[src/rtl/alu29x03_pkg.sv]
// Shared constants for the alu29x03 4-bit ALU slice.
package alu29x03_pkg;
    localparam int W      = 4;
    localparam int CTRL_W = 13;

    // ctrl bit positions
    localparam int APOL = 0;
    localparam int BPOL = 1;
    localparam int AEN  = 2;
    localparam int BEN  = 3;
    localparam int J    = 4;
    localparam int K    = 5;
    localparam int M    = 6;
    localparam int BCD  = 7;

    localparam logic [W-1:0] BCD_MAX = 4'd9;
    localparam logic [W-1:0] BCD_ADJ = 4'd6;

    // Decimal carry: binary carry-out or a nibble beyond 9.
    function automatic logic dec_carry(input logic [W:0] s);
        return s[W] | (s[W-1:0] > BCD_MAX);
    endfunction
endpackage

[src/rtl/alu29x03_if.sv]
// Operand/control/result bundle of the ALU slice.
interface alu29x03_if;
    import alu29x03_pkg::*;
    logic [W-1:0]      a;
    logic [W-1:0]      b;
    logic [CTRL_W-1:0] ctrl;
    logic              cn;
    logic [W-1:0]      f;
    logic              gg;
    logic              gp;
    logic              n;
    logic              ovr;
    logic              cn4;
    logic              bcdc4;
    logic [3:0]        stat;

    modport master (output a, b, ctrl, cn,
                    input  f, gg, gp, n, ovr, cn4, bcdc4, stat);
    modport slave  (input  a, b, ctrl, cn,
                    output f, gg, gp, n, ovr, cn4, bcdc4, stat);
endinterface

[src/rtl/alu29x03_cla4.sv]
// 4-bit carry-lookahead: internal carries plus active-low group G/P.
module cla4 (
    input  logic [3:0] g,
    input  logic [3:0] p,
    input  logic       cin,
    output logic [4:1] c,
    output logic       gg,
    output logic       gp
);
    // Flat lookahead equations; P is the OR form, which is valid for carries.
    always_comb begin
        c[1] = g[0] | (p[0] & cin);
        c[2] = g[1] | (p[1] & g[0]) | (p[1] & p[0] & cin);
        c[3] = g[2] | (p[2] & g[1]) | (p[2] & p[1] & g[0])
             | (p[2] & p[1] & p[0] & cin);
        c[4] = g[3] | (p[3] & g[2]) | (p[3] & p[2] & g[1])
             | (p[3] & p[2] & p[1] & g[0]) | (&p & cin);
        gg   = ~(g[3] | (p[3] & g[2]) | (p[3] & p[2] & g[1])
             | (p[3] & p[2] & p[1] & g[0]));
        gp   = ~(&p);
    end
endmodule

[src/rtl/alu29x03.sv]
// 4-bit ALU slice: logic/arithmetic/decimal modes with a registered status nibble.
module alu29x03
    import alu29x03_pkg::*;
(
    input  logic      clk,
    input  logic      rst,
    alu29x03_if.slave bus
);
    logic [W-1:0] ao, bo, g, p, lres, sadj, fr;
    logic [4:1]   c;
    logic [W:0]   s;
    logic         k, bcdc, gg_c, gp_c, z;
    logic         unused_rsvd;

    assign unused_rsvd = ^bus.ctrl[CTRL_W-1:BCD+1];
    assign k           = bus.ctrl[K];

    // Operand gating uses a mux so an undriven disabled operand cannot reach f.
    always_comb begin
        ao = bus.ctrl[AEN] ? (bus.a ^ {W{bus.ctrl[APOL]}}) : '0;
        bo = bus.ctrl[BEN] ? (bus.b ^ {W{bus.ctrl[BPOL]}}) : '0;
        g  = ao & bo;
        p  = ao | bo;
    end

    cla4 u_cla (
        .g   (g),
        .p   (p),
        .cin (bus.cn),
        .c   (c),
        .gg  (gg_c),
        .gp  (gp_c)
    );

    // Sum, decimal correction and mode select ahead of the final inversion.
    always_comb begin
        s    = {c[4], ao ^ bo ^ {c[3:1], bus.cn}};
        bcdc = k & dec_carry(s);
        sadj = (bus.ctrl[BCD] && bcdc) ? (s[W-1:0] + BCD_ADJ) : s[W-1:0];
        lres = bus.ctrl[J] ? ~(ao & bo) : (ao ^ bo);
        fr   = (k ? sadj : lres) ^ {W{bus.ctrl[M]}};
        z    = (fr == '0);
    end

    assign bus.f     = fr;
    assign bus.n     = fr[W-1];
    assign bus.cn4   = k & c[4];
    assign bus.ovr   = k & (c[3] ^ c[4]);
    assign bus.gg    = k ? gg_c : 1'b1;
    assign bus.gp    = k ? gp_c : 1'b1;
    assign bus.bcdc4 = bcdc;

    // Status register {n, ovr, cn4, z}, cleared asynchronously.
    always_ff @(posedge clk or posedge rst) begin
        if (rst) bus.stat <= '0;
        else     bus.stat <= {fr[W-1], k & (c[3] ^ c[4]), k & c[4], z};
    end
endmodule

[src/flat_wrapper.sv]
// flat-port wrapper written by rule: the top's interface ports become plain ports
module alu29x03_flat import alu29x03_pkg::*;
  (clk, rst, bus_a, bus_b, bus_ctrl, bus_cn, bus_f, bus_gg, bus_gp, bus_n, bus_ovr, bus_cn4, bus_bcdc4, bus_stat);
  alu29x03_if bus_i ();
  input  logic clk;
  input  logic rst;
  input wire logic [$bits(bus_i.a)-1:0] bus_a;
  input wire logic [$bits(bus_i.b)-1:0] bus_b;
  input wire logic [$bits(bus_i.ctrl)-1:0] bus_ctrl;
  input wire logic [$bits(bus_i.cn)-1:0] bus_cn;
  output wire logic [$bits(bus_i.f)-1:0] bus_f;
  output wire logic [$bits(bus_i.gg)-1:0] bus_gg;
  output wire logic [$bits(bus_i.gp)-1:0] bus_gp;
  output wire logic [$bits(bus_i.n)-1:0] bus_n;
  output wire logic [$bits(bus_i.ovr)-1:0] bus_ovr;
  output wire logic [$bits(bus_i.cn4)-1:0] bus_cn4;
  output wire logic [$bits(bus_i.bcdc4)-1:0] bus_bcdc4;
  output wire logic [$bits(bus_i.stat)-1:0] bus_stat;
  assign bus_i.a = bus_a;
  assign bus_i.b = bus_b;
  assign bus_i.ctrl = bus_ctrl;
  assign bus_i.cn = bus_cn;
  assign bus_f = bus_i.f;
  assign bus_gg = bus_i.gg;
  assign bus_gp = bus_i.gp;
  assign bus_n = bus_i.n;
  assign bus_ovr = bus_i.ovr;
  assign bus_cn4 = bus_i.cn4;
  assign bus_bcdc4 = bus_i.bcdc4;
  assign bus_stat = bus_i.stat;
  alu29x03 u_core (.clk(clk), .rst(rst), .bus(bus_i));
endmodule
[config.mk]
export PLATFORM = sky130hd
export DESIGN_NAME = alu29x03_flat
export DESIGN_NICKNAME = d
export VERILOG_FILES = /design/src/rtl/alu29x03_pkg.sv /design/src/rtl/alu29x03_if.sv /design/src/rtl/alu29x03_cla4.sv /design/src/rtl/alu29x03.sv /design/src/flat_wrapper.sv
export SDC_FILE = /design/constraint.sdc
export NUM_CORES = 1
export LEC_CHECK = 0
export BUFFER_PORTS_ARGS = -buffer_cell sky130_fd_sc_hd__buf_2
export CAP_MARGIN = 30
export CORE_MARGIN = 2
export CORE_UTILIZATION = 41
export CTS_CLUSTER_SIZE = 14
export DETAILED_ROUTE_END_ITERATION = 8
export PLACE_DENSITY = 0.78
export SETUP_SLACK_MARGIN = 0.4
export SLEW_MARGIN = 25
export SYNTH_ARGS = -nofsm -noshare
export SYNTH_HDL_FRONTEND = slang
export SYNTH_HIERARCHICAL = 1
export SYNTH_SLANG_ARGS = --single-unit
[constraint.sdc]
create_clock -name clk -period 2.9 [get_ports clk]
set_input_delay 0.29 -clock clk [delete_from_list [all_inputs] [get_ports clk]]
set_output_delay 0.29 -clock clk [all_outputs]
set_load 0.01 [all_outputs]
== After elaboration in Yosys (flattened, before gate mapping) ==
Index checks and enable logic that the tools add are counted.
Operators by class
  add/subtract/negate cells: 1
  magnitude comparators: 1
  mux-type cells: 7
  bitwise gates (word level): 40
  reductions and logical operators: 3
Operator list (number)
  2-to-1 mux 4 bit: 5
  XOR 4 bit: 5
  AND 1 bit: 18
  OR 1 bit: 11
  adder 4 x 3 -> 4 bit (second input constant): 1
  AND 4 bit: 1
  greater-than comparator 4 bit (second input constant): 1
  logical NOT 4 bit: 1
  NOT 4 bit: 1
  OR 4 bit: 1
  AND reduction 4 bit: 1
  2-to-1 mux 1 bit: 2
  NOT 1 bit: 2
  logical AND 1 bit: 1
  XOR 1 bit: 1
Word-level totals
  register bits after elaboration: 4
  bits of input ports: 24
  output and inout bits: 14
  word-level logic and storage cells: 53

== Logic depth before layout (Yosys ltp) ==
Gate-level depths: netlist (run 1).
  word-level depth: 16
  depth in mapped cells: 15

== By module ==
Netlist (run 1), hierarchy kept.
Modules (own cells, without submodules)
  alu29x03: instances 1, cells each 97, area an instance 744.5 sq um, seq. area each 100.1 sq um
  cla4: instances 1, cells each 8, area an instance 58.8 sq um, seq. area each 0.0 sq um

== Worst setup path after synthesis (run 1) ==
No wires, ideal clock.
  path kind: in2out
  from: input port bus_ctrl[0]
  to: output port bus_f[1]
  data arrival time: 2.661 ns
  path slack: -0.051 ns
  stages: 12
  path buffers: 1
  cell sequence: xor2_1 -> and2_1 -> ha_1 -> a21o_1 -> a21o_1 -> a31o_1 -> buf_4 -> and3_1 -> o21ai_1 -> o311ai_1 -> a2111o_1 -> xor2_1
On the way
  elaborated cells between the ends (all ways): 42
  those cells by class: 1 x add/sub; 1 x order compare; 4 x mux; 34 x bitwise; 2 x reduce/logical
RTL lines
  start: declaration: line flat_wrapper.sv:9  | input wire logic [$bits(bus_i.ctrl)-1:0] bus_ctrl;
  XOR 4 bit (*): line alu29x03.sv:20  | ao = bus.ctrl[AEN] ? (bus.a ^ {W{bus.ctrl[APOL]}}) : '0;
  2-to-1 mux 4 bit (*): line alu29x03.sv:20
  AND 4 bit (*): line alu29x03.sv:22  | g = ao & bo;
  net u_core.g[0]: line alu29x03.sv:9  | logic [W-1:0] ao, bo, g, p, lres, sadj, fr;
  OR 1 bit (*): line alu29x03_cla4.sv:12  | c[1] = g[0] | (p[0] & cin);
  net u_core.c, one bit: line alu29x03.sv:10  | logic [4:1] c;
  XOR 4 bit (*): line alu29x03.sv:37  | s = {c[4], ao ^ bo ^ {c[3:1], bus.cn}};
  greater-than comparator 4 bit: line alu29x03_pkg.sv:21  | return s[W] | (s[W-1:0] > BCD_MAX);
  OR 1 bit: line alu29x03_pkg.sv:21
  AND 1 bit: line alu29x03.sv:38  | bcdc = k & dec_carry(s);
  logical AND 1 bit: line alu29x03.sv:39  | sadj = (bus.ctrl[BCD] && bcdc) ? (s[W-1:0] + BCD_ADJ) : s[W-1:0];
  2-to-1 mux 4 bit (*): line alu29x03.sv:39
  2-to-1 mux 4 bit (*): line alu29x03.sv:41  | fr = (k ? sadj : lres) ^ {W{bus.ctrl[M]}};
  XOR 4 bit (*): line alu29x03.sv:41
  end: declaration: line flat_wrapper.sv:11  | output wire logic [$bits(bus_i.f)-1:0] bus_f;
The timed path passes the listed nets; every way through them passes the cells marked *.

== Final worst setup path (run 1) ==
  from: input port bus_ctrl[1]
  to: output port bus_f[1]
On the way
  elaborated cells between the ends (all ways): 42
  those cells by class: 1 x add/sub; 1 x order compare; 4 x mux; 34 x bitwise; 2 x reduce/logical
RTL lines
  XOR 4 bit (*): line alu29x03.sv:21  | bo = bus.ctrl[BEN] ? (bus.b ^ {W{bus.ctrl[BPOL]}}) : '0;
  2-to-1 mux 4 bit (*): line alu29x03.sv:21
  AND 4 bit (*): line alu29x03.sv:22
  net u_core.g[0]: line alu29x03.sv:9
  OR 1 bit (*): line alu29x03_cla4.sv:12
  net u_core.c, one bit: line alu29x03.sv:10
  XOR 4 bit (*): line alu29x03.sv:37
  greater-than comparator 4 bit: line alu29x03_pkg.sv:21
  OR 1 bit: line alu29x03_pkg.sv:21
  AND 1 bit: line alu29x03.sv:38
  logical AND 1 bit: line alu29x03.sv:39
  2-to-1 mux 4 bit (*): line alu29x03.sv:39
  2-to-1 mux 4 bit (*): line alu29x03.sv:41
  XOR 4 bit (*): line alu29x03.sv:41
Marks and branches as above.

==> summary.md, run 1 <==
| Metric | Value |
|---|---|
| Placed Instance Area | `0.00107 mm^2` |
| Req. time, crit path | `2.61 ns` |
| Root buf cell | `clkbuf_4` |
| Outcome | `finished with violations` |
| Fmax | `339 MHz` |
| Iteration-0 DRC Markers | `8` |
| Max IR drop VDD | `0.170 mV` |
| Maximum number of pins on one net before global-route repair | `17` |
| Layout cells sized above 1 | `48.4%` |
| CTS Sinks | `4` |
| Count leader, synth | `xor2_1` |
| CTS tree | `done` |
| Seq/Total Area, Yosys | `12.5%` |
| CTS Buffer Depth | `2` |
| Unrepaired setup endpoints after global routing | `yes` |
| DRC | `0` |
| Clock Power Share | `14.9%` |
| Area leader, netlist | `xor2_1` |
| Crit end category | `output pin` |
| DR WL/cell | `11.8 um` |
| Leak | `0.710 nW` |
| ANT cells | `0` |
| All-Layer GR Usage | `19.1%` |
| Io pins | `38` |
| Failing checks | `setup timing` |
| Max FFs per register | `4` |
| Final Util | `68.4%` |
| CTS buffer count | `3` |
| Syn Nets | `137` |
| Number of synthesized flops with an enable pin | `0` |
| First-pass GRT wire length | `3060 um` |
| Min Hold Slack | `0.468 ns` |
| Yosys reg bits | `4` |
| Drt total wl | `2180 um` |
| Slew Limit Fails | `0` |
| Rows | `16` |
| Vias in the first global route | `779` |
| Final RePlAce weighted congestion | `0.848` |
| Detailed placer's ending HPWL | `1620 um` |
| Sw frac | `40.9%` |
| Crit path launch type | `primary input` |
| Worst-margin pin slew | `0.350 ns` |
| Pint | `0.286 mW` |
| Primary FF master, synth | `dfrtp_1` |
| Depth of the CTS H-tree | `1` |
| Biggest register | `u_core/bus.stat` |
| CP max FO | `3` |
| Synth Cell Area | `803 um^2` |
| Antenna-violating nets left | `0` |
| Hold WC Path Type | `primary input to async pin` |
| Max-Cap Viols | `0` |
| Die H | `48.3 um` |
| Final critical-path share of the clock period | `102%` |
| Regs by FF count | `u_core/bus.stat (4)` |
| Flop pwr share | `13.3%` |
| Dominant cells by area after synthesis | `xor2_1, dfrtp_1, ha_1, inv_1, a21o_1` |
| NumNets Final | `191` |
| Die Span X | `48.3 um` |
| Syn-to-layout area delta | `61.8%` |
| Syn_area_per_cell | `7.65 um^2` |
| Core Area | `0.00190 mm^2` |
| Crit path time final | `2.95 ns` |
| NetSw | `0.198 mW` |
| Top-area cell type share of the netlist area | `14.2%` |
| PwrDens | `372 mW/mm^2` |
| Count of cell types in the netlist | `34` |
| Worst slew margin | `76.4%` |
| Fin worst setup slack | `-0.0481 ns` |
| Congestion Overflow GR | `0` |
| Via density | `5.03` |
| Die area | `0.00233 mm^2` |
| Placed cell count | `170` |
| Setup CP Type | `primary input to output pin` |
| Top cells by count, synth | `xor2_1, inv_1, nand2_1, ha_1, nor2_1` |
| I/O Buffers | `32` |
| CP arrival | `2.66 ns` |
| Reg clk slew, reported paths | `0.04 ns` |
| Ys Warns | `6` |
| Drt pass-1 iters | `4` |
| Final Cell Area | `0.00130 mm^2` |
| Cells after Synth | `105` |
| DR vias | `925` |
| Effective utilization at floorplan | `42.2%` |
| Initial antenna violation count | `0` |
| Final Hold Viols | `0` |
| Logic pwr share | `71.7%` |
| Final Instance Count excl. Fillers | `184` |
| Async S/R FF share, synth | `100%` |
| Finish-stage setup viols | `1` |
## per-layer routing
| metal | global-route usage [%] | share of wire, % | vias to the layer above |
|---|---|---|---|
| met3 | 0 | 5.8 | 4 |
| li1 | - | - | 454 |
| met5 | 0 | 0 | - |
| met2 | 40.3 | 61 | 37 |
| met1 | 18.3 | 32 | 430 |
| met4 | 9.73 | 1.1 | 0 |
## what timing repair did
action                                  in CTS  in global routing
pin swaps                                    5                 12
gates resized for setup                     18                  6
endpoints found under the setup margin       6                  6
gates cloned                                 0                  0
buffers inserted                             6                  4
hold buffers                                 1                  0
endpoints found under the hold margin        4                  0
## path summary, 6_finish.rpt
kind                              from  slack, ns                  to
worst max-delay path       bus_ctrl[1]      -0.05            bus_f[1]
worst min-delay path               rst       0.47  u_core/bus.stat[3]
max in group asynchronous          rst       2.27  u_core/bus.stat[2]
min in group clk           bus_ctrl[5]       0.49  u_core/bus.stat[1]
## kinds of logic after synthesis
group / after synthesis / share of synthesized area, %
and+or+nand+nor: 33 / 21.7
AOI/OAI and AO/OA: 24 / 20.9
adders and majority gates: 8 / 12.5
buffers and inverters: 19 / 10.7
xor gates and xnor gates: 17 / 21.8
DFF: 4 / 12.5
## cell usage in the layout, fill, tap and decap left out, types with 2 or more instances in the layout
master / instances
xor2_4: 2
buf_4: 15
a31o_1: 2
nand4_1: 2
o21ai_0: 2
nor2_1: 7
a21o_1: 5
and2_1: 4
and2_4: 2
inv_2: 5
clkbuf_4: 3
nand2_1: 10
and4bb_1: 2
o21ai_1: 3
ha_1: 5
inv_1: 9
dfrtp_1: 4
nand2b_1: 2
buf_6: 9
xor2_1: 11
xor2_2: 2
buf_2: 29
ha_2: 2
## stage by stage
step	setup slack [ns]	total power, mW	setup TNS (ns)
after detailed placement	-0.0818	0.325	-0.195
after floorplan	0.113	0.239	0
final	-0.0481	0.484	-0.0481
after global placement	-0.0254	0.314	-0.0254
after global routing	-0.154	0.527	-0.480
after CTS	-0.0214	0.457	-0.0214
## area by class of cell
type / instances / area, um^2
Multi-Input combinational cell: 82 / 722
Tap cell: 27 / 33.8
Fill cell: 161 / 602
Sequential cell: 4 / 100
Clock buffer: 3 / 22.5
Timing Repair Buffer: 54 / 369
Inverter: 14 / 52.6
## worst max-delay path: stages
cell	delay [ns]
buf_6	0.09
xor2_1	0.15
nand2_1	0.11
inv_1	0.06
ha_2	0.18
a21o_1	0.17
a21o_1	0.21
a21o_1	0.22
xor2_4	0.18
nand4_1	0.12
o311ai_2	0.11
a2111o_1	0.47
xor2_2	0.16
buf_2	0.14
## power by group through the flow
stage	clock network, mW	logic (mW)	registers (mW)
global placement	0	0.249	0.0649
floorplan	0	0.170	0.0691
global route	0.0773	0.383	0.0663
finish	0.0723	0.347	0.0645
detailed placement	0	0.260	0.0655
CTS	0.0775	0.315	0.0648
Note: power is estimated with default switching activity, not from simulation.
==> run 2: changes to the inputs <==
- BUFFER_PORTS_ARGS: -buffer_cell sky130_fd_sc_hd__buf_2 -> not set
- CORE_UTILIZATION: 41 -> 55
- DONT_BUFFER_PORTS: not set -> 1
- PLACE_DENSITY: 0.78 -> 0.76
==> run 2 against run 1 <==
  * The run now ends clean
  * Maximum frequency rose by 9.3%
  * First-iteration DRC count increased by 88%
  * Die area fell by 23%
  * Highest routed layer unchanged
==> summary.md, run 2 (synthesis results as in run 1) <==
| Metric | Value |
|---|---|
| CTS buffer count | `3 (unchanged)` |
| Final critical-path share of the clock period | `93.0% (was 102%)` |
| Crit path launch type | `primary input (unchanged)` |
| Rows | `13 (was 16)` |
| Drt pass-1 iters | `4 (unchanged)` |
| CTS tree | `done (unchanged)` |
| Outcome | `completed (was finished with violations)` |
| CTS Buffer Depth | `2 (unchanged)` |
| Effective utilization at floorplan | `60.2% (was 42.2%)` |
| CP max FO | `3 (unchanged)` |
| Highest-count cells in the layout ignoring fill and taps | `buf_4, xor2_1, nand2_1, inv_1 (was buf_2, buf_4, xor2_1, nand2_1)` |
| Hold Path Depth | `1` |
| Min-delay src | `bus_ctrl[6]` |
| Die area | `0.00178 mm^2 (was 0.00233 mm^2)` |
| DR WL/cell | `14.3 um (was 11.8 um)` |
| Finish-stage setup viols | `0 (was 1)` |
| Via density | `5.87 (was 5.03)` |
| Syn-to-layout area delta | `28.5% (was 61.8%)` |
| Drt total wl | `1910 um (was 2180 um)` |
| Io pins | `38 (unchanged)` |
| CP arrival | `2.41 ns (was 2.66 ns)` |
| Worst slew margin | `77.4% (was 76.4%)` |
| Maximum number of pins on one net before global-route repair | `17 (unchanged)` |
| Placed cell count | `117 (was 170)` |
| Final Hold Viols | `0 (unchanged)` |
| All-Layer GR Usage | `19.5% (was 19.1%)` |
| Reg clk slew, reported paths | `0.04 ns (about the same)` |
| Worst-margin pin slew | `0.338 ns (was 0.350 ns)` |
| Final Instance Count excl. Fillers | `133 (was 184)` |
| Unrepaired setup endpoints after global routing | `yes (unchanged)` |
| Depth of the CTS H-tree | `1 (unchanged)` |
| Max FFs per register | `4 (unchanged)` |
| Leak | `0.533 nW (was 0.710 nW)` |
| Slew Limit Fails | `0 (unchanged)` |
| Hold WC Path Type | `primary input to register (was primary input to async pin)` |
| Layout cells sized above 1 | `28.0% (was 48.4%)` |
| PwrDens | `384 mW/mm^2 (was 372 mW/mm^2)` |
| Core Area | `0.00133 mm^2 (was 0.00190 mm^2)` |
| Root buf cell | `clkbuf_4 (unchanged)` |
| Crit end category | `output pin (unchanged)` |
| Req. time, crit path | `2.61 ns (about the same)` |
| Vias in the first global route | `711 (was 779)` |
| Congestion Overflow GR | `0 (unchanged)` |
| Final Cell Area | `0.00103 mm^2 (was 0.00130 mm^2)` |
| Die Span X | `42.2 um (was 48.3 um)` |
| Die H | `42.2 um (was 48.3 um)` |
| Hold path endpoint | `u_core/bus.stat[3]` |
| Detailed placer's ending HPWL | `1250 um (was 1620 um)` |
| Final RePlAce weighted congestion | `0.809 (was 0.848)` |
| NumNets Final | `152 (was 191)` |
| Setup CP Type | `primary input to output pin (unchanged)` |
| DRC | `0 (unchanged)` |
| Iteration-0 DRC Markers | `15 (was 8)` |
| Initial antenna violation count | `0 (unchanged)` |
| I/O Buffers | `0 (was 32)` |
| TNS Setup | `0 ns (was -0.0481 ns)` |
| First-pass GRT wire length | `2720 um (was 3060 um)` |
| ANT cells | `0 (unchanged)` |
| Antenna-violating nets left | `0 (unchanged)` |
| Placed Instance Area | `832 um^2 (was 0.00107 mm^2)` |
| Crit path time final | `2.70 ns (was 2.95 ns)` |
| Biggest register | `u_core/bus.stat (unchanged)` |
| Fmax | `371 MHz (was 339 MHz)` |
| Commonest non-fill, non-tap cell in the layout | `buf_4 (was buf_2)` |
| Regs by FF count | `u_core/bus.stat (4) (unchanged)` |
| DR vias | `781 (was 925)` |
| Max-Cap Viols | `0 (unchanged)` |
| Max IR drop VDD | `0.180 mV (was 0.170 mV)` |
| CTS Sinks | `4 (unchanged)` |
==> run 2: changes by cell type in the layout (fill, tap and decap cells not counted), sizes merged <==
| cell | change |
|---|---|
| buf | -39 |
==> run 2: critical path, cell delays in order <==
cell and delay (ns):
xor2_1 0.14, and2_4 0.14, inv_2 0.06, ha_4 0.12
inv_2 0.03, a21o_1 0.18, a21o_1 0.20, a31o_1 0.20
and3_1 0.17, o21ai_1 0.13, o311ai_1 0.12, a2111o_1 0.44
xor2_2 0.20
==> run 2: worst max-delay path by stage <==
stage,start,slack (ns),endpoint
global route,bus_a[0],0.11,bus_f[1]
global placement,bus_ctrl[0],0.09,bus_f[1]
finish,bus_a[0],0.20,bus_f[1]
detailed placement,bus_ctrl[0],0.08,bus_f[1]
CTS,bus_a[0],0.07,bus_f[1]
floorplan,bus_ctrl[0],0.11,bus_f[1]
==> run 2: per-stage QoR <==
stage          setup slack, ns  hold WS, ns  util [%]  total power [mW]
2_1_floorplan            0.113       0.0561         -             0.239
3_3_place_gp            0.0901       0.0622      62.4             0.249
3_5_place_dp            0.0770       0.0648      62.4             0.254
4_1_cts                 0.0712        0.197      74.6             0.377
5_1_grt                  0.109        0.205      77.4             0.420
6_report                 0.204        0.203      77.4             0.396
==> run 2: what timing repair did <==
action / 4_1_cts / 5_1_grt
buffers inserted: 7 / 5
resized for setup: 13 / 0
endpoints found under the hold margin: 4 / 0
hold buffers: 1 / 0
endpoints found under the setup margin: 5 / 5
pin swaps: 19 / 14
==> run 2: report_power, final <==
group | internal [mW] | switching [mW] | leakage, nW | total [mW]
Clock | 0.0462 | 0.0210 | 0.0138 | 0.0672
Combinational | 0.120 | 0.140 | 0.466 | 0.261
Sequential | 0.0630 | 0.00555 | 0.0526 | 0.0686
Total | 0.229 | 0.167 | 0.533 | 0.396
==> run 2: per-layer routing <==
layer / up-vias / share of wire [%] / global-route usage [%] / routed length, um
li1: 378 / - / - / -
met1: 363 / 37 / 17.4 / 714
met2: 34 / 53 / 37.5 / 1010
met3: 6 / 6.5 / 4.31 / 124
met4: 0 / 3.0 / 13.1 / 58
met5: - / 0 / 0 / 0
==> run 2: final cells by class <==
cell class                 count  area (um^2)
clock buffer                   3         22.5
fill                          86          302
inverter                      14         52.6
multi-input combinational     82          719
sequential                     4          100
tap                           15         18.8
timing repair buffer          15          119
==> run 3: changes to the inputs <==
- ABC_AREA: not set -> 1
- CORE_UTILIZATION: 55 -> 56
- PLACE_DENSITY: 0.76 -> 0.77
==> run 3 against run 2 <==
  * Synthesized cell count increased by 51%
  * Largest cell class unchanged
  * Critical path depth grew 6
  * First-iteration DRC count grew 40%
==> summary.md, run 3 <==
| Metric | Value |
|---|---|
| CP arrival | `2.18 ns (was 2.41 ns)` |
| Biggest register | `u_core/bus.stat (unchanged)` |
| Fmax | `405 MHz (was 371 MHz)` |
| Reg clk slew, reported paths | `0.03 ns (was 0.04 ns)` |
| Count leader, synth | `inv_1 (was xor2_1)` |
| Clock Power Share | `18.9% (was 16.9%)` |
| Vias in the first global route | `852 (was 711)` |
| Via density | `5.20 (was 5.87)` |
| Die H | `43.7 um (was 42.2 um)` |
| Cells after Synth | `159 (was 105)` |
| Finish-stage setup viols | `0 (unchanged)` |
| CTS buffer count | `3 (unchanged)` |
| Setup CP Type | `primary input to output pin (unchanged)` |
| Worst slew margin | `74.5% (was 77.4%)` |
| Sw frac | `45.1% (was 42.1%)` |
| CP max FO | `5 (was 3)` |
| Layout cells sized above 1 | `30.9% (was 28.0%)` |
| Worst-margin pin slew | `0.379 ns (was 0.338 ns)` |
| Commonest non-fill, non-tap cell in the layout | `inv_1 (was buf_4)` |
| Root buf cell | `clkbuf_4 (unchanged)` |
| Top-area cell type share of the netlist area | `17.8% (was 14.2%)` |
| Syn-to-layout area delta | `21.4% (was 28.5%)` |
| Seq/Total Area, Yosys | `11.3% (was 12.5%)` |
| Flop pwr share | `19.7% (was 17.3%)` |
| Post-layout total power | `0.338 mW (was 0.396 mW)` |
| Synth Cell Area | `883 um^2 (was 803 um^2)` |
| Drt pass-1 iters | `4 (unchanged)` |
| Async S/R FF share, synth | `100% (unchanged)` |
| DR WL/cell | `11.1 um (was 14.3 um)` |
| Rows | `14 (was 13)` |
| Number of synthesized flops with an enable pin | `0 (unchanged)` |
| Die Span X | `43.7 um (was 42.2 um)` |
| Min-delay src | `bus_ctrl[5] (was bus_ctrl[6])` |
| Dominant cells by area after synthesis | `inv_1, nand2_1, dfrtp_1, ha_1, nand3_1 (was xor2_1, dfrtp_1, ha_1, inv_1, a21o_1)` |
| First-pass GRT wire length | `3240 um (was 2720 um)` |
| Syn Nets | `191 (was 137)` |
| Req. time, crit path | `2.61 ns (about the same)` |
| DR vias | `942 (was 781)` |
| Syn_area_per_cell | `5.56 um^2 (was 7.65 um^2)` |
| CTS Buffer Depth | `2 (unchanged)` |
| Drt total wl | `2010 um (was 1910 um)` |
| Depth of the CTS H-tree | `1 (unchanged)` |
| ANT cells | `0 (unchanged)` |
| Final RePlAce weighted congestion | `0.860 (was 0.809)` |
| Initial antenna violation count | `0 (unchanged)` |
| Hold path endpoint | `u_core/bus.stat[1] (was u_core/bus.stat[3])` |
| All-Layer GR Usage | `21.8% (was 19.5%)` |
| TNS Setup | `0 ns (unchanged)` |
| Detailed placer's ending HPWL | `1560 um (was 1250 um)` |
| NetSw | `0.153 mW (was 0.167 mW)` |
| Area leader, netlist | `inv_1 (was xor2_1)` |
| Core Area | `0.00149 mm^2 (was 0.00133 mm^2)` |
| Yosys reg bits | `4 (unchanged)` |
| CTS tree | `done (unchanged)` |
| Count of cell types in the netlist | `24 (was 34)` |
| Final critical-path share of the clock period | `85.1% (was 93.0%)` |
| Leak | `0.620 nW (was 0.533 nW)` |
| Max IR drop VDD | `0.139 mV (was 0.180 mV)` |
| Met2 Use GR | `42.4% (was 37.5%)` |
| Congestion Overflow GR | `0 (unchanged)` |
| I/O Buffers | `0 (unchanged)` |
| Ys Warns | `6 (unchanged)` |
| Die area | `0.00191 mm^2 (was 0.00178 mm^2)` |
| Iteration-0 DRC Markers | `21 (was 15)` |
| Top cells by count, synth | `inv_1, nand2_1, nand3_1, nor2_1 (was xor2_1, inv_1, nand2_1, ha_1, nor2_1)` |
| PwrDens | `316 mW/mm^2 (was 384 mW/mm^2)` |
| Hold Path Depth | `2 (was 1)` |
| Primary FF master, synth | `dfrtp_1 (unchanged)` |
| Crit path launch type | `primary input (unchanged)` |
| Effective utilization at floorplan | `59.3% (was 60.2%)` |
| Crit end category | `output pin (unchanged)` |
| Highest-count cells in the layout ignoring fill and taps | `inv_1, nand2_1, nand2_2, nor2_1, nand3_1 (was buf_4, xor2_1, nand2_1, inv_1)` |
| Logic pwr share | `61.4% (was 65.7%)` |
| Unrepaired setup endpoints after global routing | `yes (unchanged)` |
| Outcome | `completed (unchanged)` |
| Maximum number of pins on one net before global-route repair | `11 (was 17)` |
| CTS Sinks | `4 (unchanged)` |
| Io pins | `38 (unchanged)` |
| Most Crowded Layer GR | `met2 (unchanged)` |
| NumNets Final | `199 (was 152)` |
| Max FFs per register | `4 (unchanged)` |
| Slew Limit Fails | `0 (unchanged)` |
| Antenna-violating nets left | `0 (unchanged)` |
| Max-Cap Viols | `0 (unchanged)` |
| Pint | `0.186 mW (was 0.229 mW)` |
| Hold WC Path Type | `primary input to register (unchanged)` |
| Crit path time final | `2.47 ns (was 2.70 ns)` |
| Final Hold Viols | `0 (unchanged)` |
| Met1 global-route usage | `23.7% (was 17.4%)` |
| Met3 GRT Util | `3.75% (was 4.31%)` |
| DRC | `0 (unchanged)` |
| Regs by FF count | `u_core/bus.stat (4) (unchanged)` |
## run 3: changes by cell type after synthesis, sizes merged, moves of 5 or more
cell / delta
a21o: -5
and2: -5
inv: +30
nand2: +38
nand3: +12
nor2: +5
nor3: +7
xor2: -13
## run 3: repair_timing
item,in CTS,in global routing
gates resized for setup,4,21
endpoints found under the setup margin,3,4
setup buffers,1,4
hold endpoints to repair,4,0
cloned,0,0
hold buffers,1,0
pin swaps,2,9
## run 3: worst max-delay path, stage by stage
cell and delay, ns:
inv_1 0.07, nor3_2 0.28, inv_1 0.08, ha_2 0.18, inv_2 0.07, a21oi_2 0.07
o21ai_2 0.19, inv_1 0.06, nand2_1 0.08, nand2_2 0.08, nor2_4 0.08, nand2_2 0.07
nand2_4 0.11, nand3_2 0.07, nand2_2 0.07, nand2_2 0.07, nand2_2 0.07, nand2_2 0.07
nand2_4 0.11
## run 3: per-stage QoR
step	cell area, um^2	hold slack, ns	setup slack [ns]	instances	util [%]
after floorplan	910	0.0561	0.406	159	-
after global placement	912	0.0611	0.399	172	61.3
after detailed placement	912	0.0639	0.334	172	61.3
after CTS	965	0.283	0.404	177	64.8
after global routing	1070	0.271	0.292	181	72.0
final	1070	0.260	0.431	181	72.0
## run 3: power groups by stage
stage | clock [mW] | sequential (mW) | combinational [mW]
finish | 0.0639 | 0.0668 | 0.208
global route | 0.0669 | 0.0674 | 0.235
CTS | 0.0648 | 0.0670 | 0.175
detailed placement | 0 | 0.0676 | 0.170
global placement | 0 | 0.0676 | 0.164
floorplan | 0 | 0.0673 | 0.151
## run 3: worst max path at each step
stage | start | endpoint | slack, ns | cells after the start
4_1_cts | bus_ctrl[2] | bus_n | 0.40 | 19
3_5_place_dp | bus_ctrl[2] | bus_f[2] | 0.33 | 19
5_1_grt | bus_ctrl[3] | bus_f[2] | 0.29 | 20
2_1_floorplan | bus_ctrl[0] | bus_f[3] | 0.41 | 21
6_report | bus_ctrl[3] | bus_f[3] | 0.43 | 19
3_3_place_gp | bus_ctrl[2] | bus_f[2] | 0.40 | 19
## run 3: kinds of logic after synthesis
family,count (synthesis),synth area share [%]
flops,4,11.3
fa+ha+maj,8,11.3
xor+xnor,3,2.98
simple gates,85,45.9
compound gates,12,8.07
buf+inv,47,20.4
## run 3: layout make-up
cell class | instances | area (um^2)
Tap cell | 16 | 20.0
Sequential cell | 4 | 100
Multi-Input combinational cell | 108 | 713
Inverter | 44 | 169
Timing Repair Buffer | 6 | 47.5
Fill cell | 133 | 417
Clock buffer | 3 | 22.5
## run 3: layer usage
metal,part of all wire (%),vias up,wire length [um]
met2,56,26,1120
met4,0.15,0,3
met1,40,424,806
met5,0,-,0
met3,4.0,2,81
li1,-,490,-
